## src/rtl/ex_issue_ctrl.sv

```systemverilog
// ID->EX issue control: owns the ID/EX register, picks forwarded
// operands, inserts load-use and JALR bubbles, freezes on mem_stall.
module ex_issue_ctrl #(
   parameter logic [31:0] NOP_IW   = 32'h00000013,
   parameter logic [31:0] RESET_PC = 32'h00000000
) (
   input  logic        clk,
   input  logic        reset,
   input  logic        mem_stall,
   input  logic        id_valid,
   input  logic [31:0] id_iw,
   input  logic [31:0] id_pc,
   input  logic [31:0] id_rs1_data,
   input  logic [31:0] id_rs2_data,
   input  logic        df_ex_enable,
   input  logic [4:0]  df_ex_reg,
   input  logic [31:0] df_ex_data,
   input  logic        df_mem_enable,
   input  logic [4:0]  df_mem_reg,
   input  logic [31:0] df_mem_data,
   input  logic        df_wb_enable,
   input  logic [4:0]  df_wb_reg,
   input  logic [31:0] df_wb_data,
   output logic        id_stall,
   output logic        ex_valid,
   output logic [31:0] ex_iw,
   output logic [31:0] ex_pc,
   output logic [31:0] ex_rs1_data,
   output logic [31:0] ex_rs2_data,
   output logic        jalr_redirect,
   output logic [31:0] jalr_target
);

   typedef enum logic [1:0] {RUN, LOAD_STALL, FLUSH} state_t;

   localparam logic [6:0] OP_R    = 7'b0110011;
   localparam logic [6:0] OP_ST   = 7'b0100011;
   localparam logic [6:0] OP_BR   = 7'b1100011;
   localparam logic [6:0] OP_IMM  = 7'b0010011;
   localparam logic [6:0] OP_LD   = 7'b0000011;
   localparam logic [6:0] OP_JALR = 7'b1100111;

   state_t      state_q;
   logic        ex_valid_q;
   logic [31:0] ex_iw_q;
   logic [31:0] ex_pc_q;
   logic [31:0] ex_rs1_q;
   logic [31:0] ex_rs2_q;

   logic [6:0]  id_op;
   logic [4:0]  id_rs1;
   logic [4:0]  id_rs2;
   logic [4:0]  ex_rd;
   logic        use_rs1;
   logic        use_rs2;
   logic        load_use;
   logic        jalr_in_ex;
   logic [31:0] rs1_d;
   logic [31:0] rs2_d;

   // Priority forward: EX, then MEM, then WB, else register file; x0 is 0.
   function automatic logic [31:0] fwd(input logic [4:0]  rs,
                                       input logic [31:0] rf);
      logic [31:0] v;
      v = rf;
      if (rs == 5'd0)
         v = 32'd0;
      else if (df_ex_enable && df_ex_reg == rs)
         v = df_ex_data;
      else if (df_mem_enable && df_mem_reg == rs)
         v = df_mem_data;
      else if (df_wb_enable && df_wb_reg == rs)
         v = df_wb_data;
      return v;
   endfunction

   // Decode source usage and hazards from the ID word and the EX register.
   always_comb begin
      id_op   = id_iw[6:0];
      id_rs1  = id_iw[19:15];
      id_rs2  = id_iw[24:20];
      ex_rd   = ex_iw_q[11:7];
      use_rs2 = (id_op == OP_R) || (id_op == OP_ST) || (id_op == OP_BR);
      use_rs1 = use_rs2 || (id_op == OP_IMM) || (id_op == OP_LD)
                || (id_op == OP_JALR);
      load_use = id_valid && ex_valid_q && (ex_iw_q[6:0] == OP_LD)
                 && (ex_rd != 5'd0)
                 && ((use_rs1 && id_rs1 == ex_rd)
                     || (use_rs2 && id_rs2 == ex_rd));
      jalr_in_ex = ex_valid_q && (ex_iw_q[6:0] == OP_JALR);
      rs1_d = fwd(id_rs1, id_rs1_data);
      rs2_d = fwd(id_rs2, id_rs2_data);
   end

   // Stall/redirect strobes come from state and EX contents only, not outputs.
   always_comb begin
      id_stall      = mem_stall
                      || (state_q == RUN && !jalr_in_ex && load_use);
      jalr_redirect = !mem_stall && state_q == RUN && jalr_in_ex;
      jalr_target   = (ex_rs1_q + {{20{ex_iw_q[31]}}, ex_iw_q[31:20]})
                      & ~32'h1;
   end

   // FSM and ID/EX register; mem_stall freezes everything.
   always_ff @(posedge clk) begin
      if (reset) begin
         state_q    <= RUN;
         ex_valid_q <= 1'b0;
         ex_iw_q    <= NOP_IW;
         ex_pc_q    <= RESET_PC;
         ex_rs1_q   <= 32'd0;
         ex_rs2_q   <= 32'd0;
      end else if (!mem_stall) begin
         unique case (state_q)
            RUN: begin
               if (jalr_in_ex || load_use) begin
                  ex_valid_q <= 1'b0;
                  ex_iw_q    <= NOP_IW;
                  ex_rs1_q   <= 32'd0;
                  ex_rs2_q   <= 32'd0;
                  state_q    <= jalr_in_ex ? FLUSH : LOAD_STALL;
               end else begin
                  ex_valid_q <= id_valid;
                  ex_iw_q    <= id_iw;
                  ex_pc_q    <= id_pc;
                  ex_rs1_q   <= rs1_d;
                  ex_rs2_q   <= rs2_d;
               end
            end
            LOAD_STALL: begin
               ex_valid_q <= id_valid;
               ex_iw_q    <= id_iw;
               ex_pc_q    <= id_pc;
               ex_rs1_q   <= rs1_d;
               ex_rs2_q   <= rs2_d;
               state_q    <= RUN;
            end
            FLUSH: begin
               ex_valid_q <= 1'b0;
               ex_iw_q    <= NOP_IW;
               ex_rs1_q   <= 32'd0;
               ex_rs2_q   <= 32'd0;
               state_q    <= RUN;
            end
            default: state_q <= RUN;
         endcase
      end
   end

   assign ex_valid    = ex_valid_q;
   assign ex_iw       = ex_iw_q;
   assign ex_pc       = ex_pc_q;
   assign ex_rs1_data = ex_rs1_q;
   assign ex_rs2_data = ex_rs2_q;

endmodule

```

## config.mk

```make
export PLATFORM = sky130hd
export DESIGN_NAME = ex_issue_ctrl
export DESIGN_NICKNAME = d
export VERILOG_FILES = /design/src/rtl/ex_issue_ctrl.sv
export SDC_FILE = /design/constraint.sdc
export NUM_CORES = 1
export LEC_CHECK = 0
export CAP_MARGIN = 10
export CORE_AREA = 2 2 160 162
export DETAILED_ROUTE_END_ITERATION = 7
export DIE_AREA = 0 0 162 164
export HOLD_SLACK_MARGIN = 0.03
export PLACE_DENSITY = 0.7
export SLEW_MARGIN = 20
export SYNTH_ARGS = -nofsm -noshare
export SYNTH_HDL_FRONTEND = slang
export SYNTH_SLANG_ARGS = --single-unit
```

## constraint.sdc

```tcl
create_clock -name clk -period 4.2 [get_ports clk]
set_clock_uncertainty 0.05 [all_clocks]
set_input_delay 0.42 -clock clk [delete_from_list [all_inputs] [get_ports clk]]
set_output_delay 0.42 -clock clk [all_outputs]
set_load 0.1 [all_outputs]
```

==> implementation parameters <==
Parameter                              Value

Synthesis
  Count of warnings emitted by yosys ... 0
  Synthesized cell area ... roughly 0.0087 mm^2
  Dominant register cell in the synthesized netlist ... sky130_fd_sc_hd__dfxtp_1
  Syn nets ... 1332
  Count of different cell masters after synthesis ... 60
  Avg Inst Size Synth ... about 8.3 um^2
  Asr flop ratio synth ... 0%
  Number of storage elements in the synthesis netlist ... 131
  Number of enable-type register cells in the synthesized netlist ... 0
  Syn Inst Count ... about 1.1k
  Sequential element share of the synthesized area ... a little under a third

Placement
  Setup slack at placement ... around 740 ps
  Placed wire-length estimate after detailed placement ... ~27000 um
  PortBufs ... 407
  Final GP Congestion ... 0.908
  Inst Count DP ... 1721

STA
  Unrepaired setup endpoints after global routing ... no
  Finish-stage setup viols ... 0
  Max Clk Rate ... between 0.2 and 0.3 GHz
  Total count of max-transition violations in the final report ... 0
  Measured slew at the worst slew-check pin ... approximately 1100 ps
  Minimum clock period ... just under 4000 ps
  Final critical-path setup slack ... 265 ps
  Total Negative Setup Slacks ... 0 ps
  Final Hold Viols ... 0
  Slew HR ... about 27%
  Post-route fraction of the period consumed by the critical path ... 93.7%

Global route
  Gr usage total ... 25.1%
  Wire length of the first global-routing pass ... 51100 um
  Antenna violations before repair ... 0
  Vias in the first global route ... between 9k and 10k
  Maximum number of pins on one net before global-route repair ... 67
  Residual overflow from global routing ... 0

Routing
  Number of nets still failing antenna checks after routing ... 0
  Number of detailed-routing iterations run before antenna repair ... 5
  Count of vias placed by the detailed router ... slightly above 9k
  Routed wire length ... 35000 um
  DRC errors left ... 0
  Detailed-route wire length per cell ... between 15 and 20 um
  Via/cell ratio ... 5.25
  Number of design-rule violations left by the first detailed-router iteration ... 491

Worst hold path
  Sink of the worst hold path ... ex_rs2_data[2]
  Start point of the worst min-delay path ... ex_rs2_data[2]
  Hold depth ... 2
  Worst hold path class ... flip-flop to flip-flop

Setup path
  Buf+Inv Stages, Crit Path ... 1
  Top cell family by delay on the critical path ... compound AO/OA/AOI/OAI gates
  Type of the setup path with the least slack ... flip-flop to primary output
  Critical Path Sink Type ... primary output
  Crit path DAT ... ~3500 ps
  Peak per-stage delay on the critical path ... a little under 700 ps
  Maximum fanout count along the critical path ... 23
  Reg2Reg Depth ... 9
  Reg2reg start ... ex_iw[10]
  Setup slack on the worst flop-to-flop path ... 1480 ps
  Req. time, crit path ... between 3000 and 4000 ps
  CP startpoint kind ... flip-flop
  Worst r2r dst ... ex_rs2_data[31]
  Crit path cell chain ... ha_1, o21a_1, a221o_1, o21ai_1, o31a_1, a21oi_1, nor2_1, xnor2_2, buf_12
  Cell with the biggest individual delay on the critical path ... sky130_fd_sc_hd__dfxtp_2

Floorplan
  Die Height ... between 150 and 200 um
  Die area ... between 0.02 and 0.03 mm^2
  I/O pins ... 409
  Placeable Area ... between 0.02 and 0.025 mm^2
  Chip Width ... 162 um
  Num rows ... 58
  Initial cell density of the core ... 35.1%

Clock network
  Max clock buf depth ... 2
  Post-CTS setup repair buffer count ... 0
  Clock tree from TritonCTS ... yes
  PostCTS Resize Cnt ... 0
  Root buf cell ... sky130_fd_sc_hd__clkbuf_16
  Clock net sink count ... approximately 130
  CTS HTree Levels ... 4
  Clock buffers created by TritonCTS ... 17
  Number of hold buffers added after cts ... 0
  Clock slew at reported path FFs ... 60 ps
  Latest clock arrival within the worst-skew pair ... around 420 ps

Cells and area
  Antenna cells ... 0
  Filler-free cell count of the finished design ... ~1.8k
  Final Util ... 54.5%
  FILL cells ... 2318
  Number of nets in the layout ... 1691
  Post-synthesis to final-layout area growth ... 55.4%
  Fraction of final layout cells sized beyond drive strength 1 ... around 11%

Pwr
  Sum of internal, switching and leakage power ... between 4 and 5 mW
  Largest voltage drop on the vdd net ... approximately 0.25 mV
  Static leakage ... between 5 and 6 nW
  Power density cells ... roughly 360 mW/mm^2

Flow run
  Max-capacitance violation count ... 0

Status
  Result of the run ... complete, no violations
[synth_stat cells (13+ instances only)]
| master | instances | area, um^2 |
|---|---|---|
| sky130_fd_sc_hd__a211oi_1 | 69 | 518 |
| sky130_fd_sc_hd__a21oi_1 | 99 | 495 |
| sky130_fd_sc_hd__a22oi_1 | 31 | 233 |
| sky130_fd_sc_hd__buf_6 | 13 | 146 |
| sky130_fd_sc_hd__clkbuf_1 | 41 | 154 |
| sky130_fd_sc_hd__dfxtp_1 | 131 | 2620 |
| sky130_fd_sc_hd__ha_1 | 34 | 425 |
| sky130_fd_sc_hd__mux2i_1 | 97 | 971 |
| sky130_fd_sc_hd__nand2_1 | 90 | 338 |
| sky130_fd_sc_hd__nor2_1 | 154 | 578 |
| sky130_fd_sc_hd__o21ai_0 | 27 | 135 |
| sky130_fd_sc_hd__o21ai_2 | 50 | 438 |
| sky130_fd_sc_hd__xnor2_1 | 28 | 245 |
| sky130_fd_sc_hd__xor2_1 | 40 | 350 |
[worst max path at each step]
| stage | cells after the start | from | endpoint | slack [ps] |
|---|---|---|---|---|
| after global routing | 9 | ex_iw[31] | jalr_target[28] | 20 |
| final | 9 | ex_iw[31] | jalr_target[31] | 270 |
| after CTS | 9 | ex_iw[31] | jalr_target[31] | 290 |
| after floorplan | 8 | ex_rs1_data[10] | jalr_target[15] | 50 |
| after global placement | 9 | ex_iw[31] | jalr_target[19] | 780 |
| after detailed placement | 9 | ex_iw[31] | jalr_target[31] | 740 |
[power breakdown]
part / leakage (nW) / switching (mW) / internal (mW) / total, mW
logic: 3.94 / 1.34 / 0.608 / 1.95
clock network: 0.273 / 0.617 / 0.842 / 1.46
registers: 1.08 / 0.0726 / 1.32 / 1.40
[routing by layer]
metal | global-route usage (%) | wire, um
met2 | 45.0 | 17600
met4 | 6.40 | 580
met3 | 8.03 | 3080
met1 | 28.8 | 13800
met5 | 0 | 0
[kinds of logic after synthesis]
kind of cell	after synthesis	synth area share [%]
AOI/OAI and AO/OA	319	25.2
and+or+nand+nor	308	15.2
DFF	131	30.1
muxes	97	11.2
buffers and inverters	92	6.27
xor gates and xnor gates	68	6.85
adders and majority gates	35	5.12
other	1	0.0431
[cell type report]
type / instances / area (um^2) / area share (%)
clock buffers: 19 / 443 / 3.28
multi-input cells: 828 / 5670 / 42.0
inverters: 12 / 45.0 / 0.333
repair buffers: 420 / 4200 / 31.1
well taps: 330 / 413 / 3.05
flip-flops and latches: 131 / 2620 / 19.4
clock inverters: 13 / 126 / 0.934
[tightest hold or removal path: cells and delay by family (launching register included)]
family          cells  cell delay [ps]
simple gates        1               60
compound gates      1               40
flops               1              320
[per-stage QoR]
step                      instance area (um^2)  hold WS [ps]
after floorplan                           8820           451
after global placement                   13000           386
after detailed placement                 13000           391
after CTS                                13500           405
after global routing                     13500           422
final                                    13500           403
[sequential cells by signal, indices dropped and copies added, names as in the netlist]
name         flops
ex_valid         1
ex_rs2_data     32
ex_iw           32
ex_rs1_data     32
state_q          2
ex_pc           32
[layout by cell type, fill, tap and decap left out, drive strengths merged, types with 5 or more instances in the layout]
cell type / instances
nor2: 155
a21o: 8
o21bai: 5
nand4: 9
buf: 45
nor3: 10
ha: 34
nand3: 9
clkdlybuf4s50: 375
mux2i: 97
nand2: 90
dfxtp: 131
clkbuf: 19
o21ai: 81
and3: 6
inv: 17
a31oi: 6
a211oi: 69
xor2: 40
xnor2: 28
nand2b: 6
a21oi: 100
nor4: 6
a22oi: 31
Note: power is estimated with default switching activity, not from simulation.
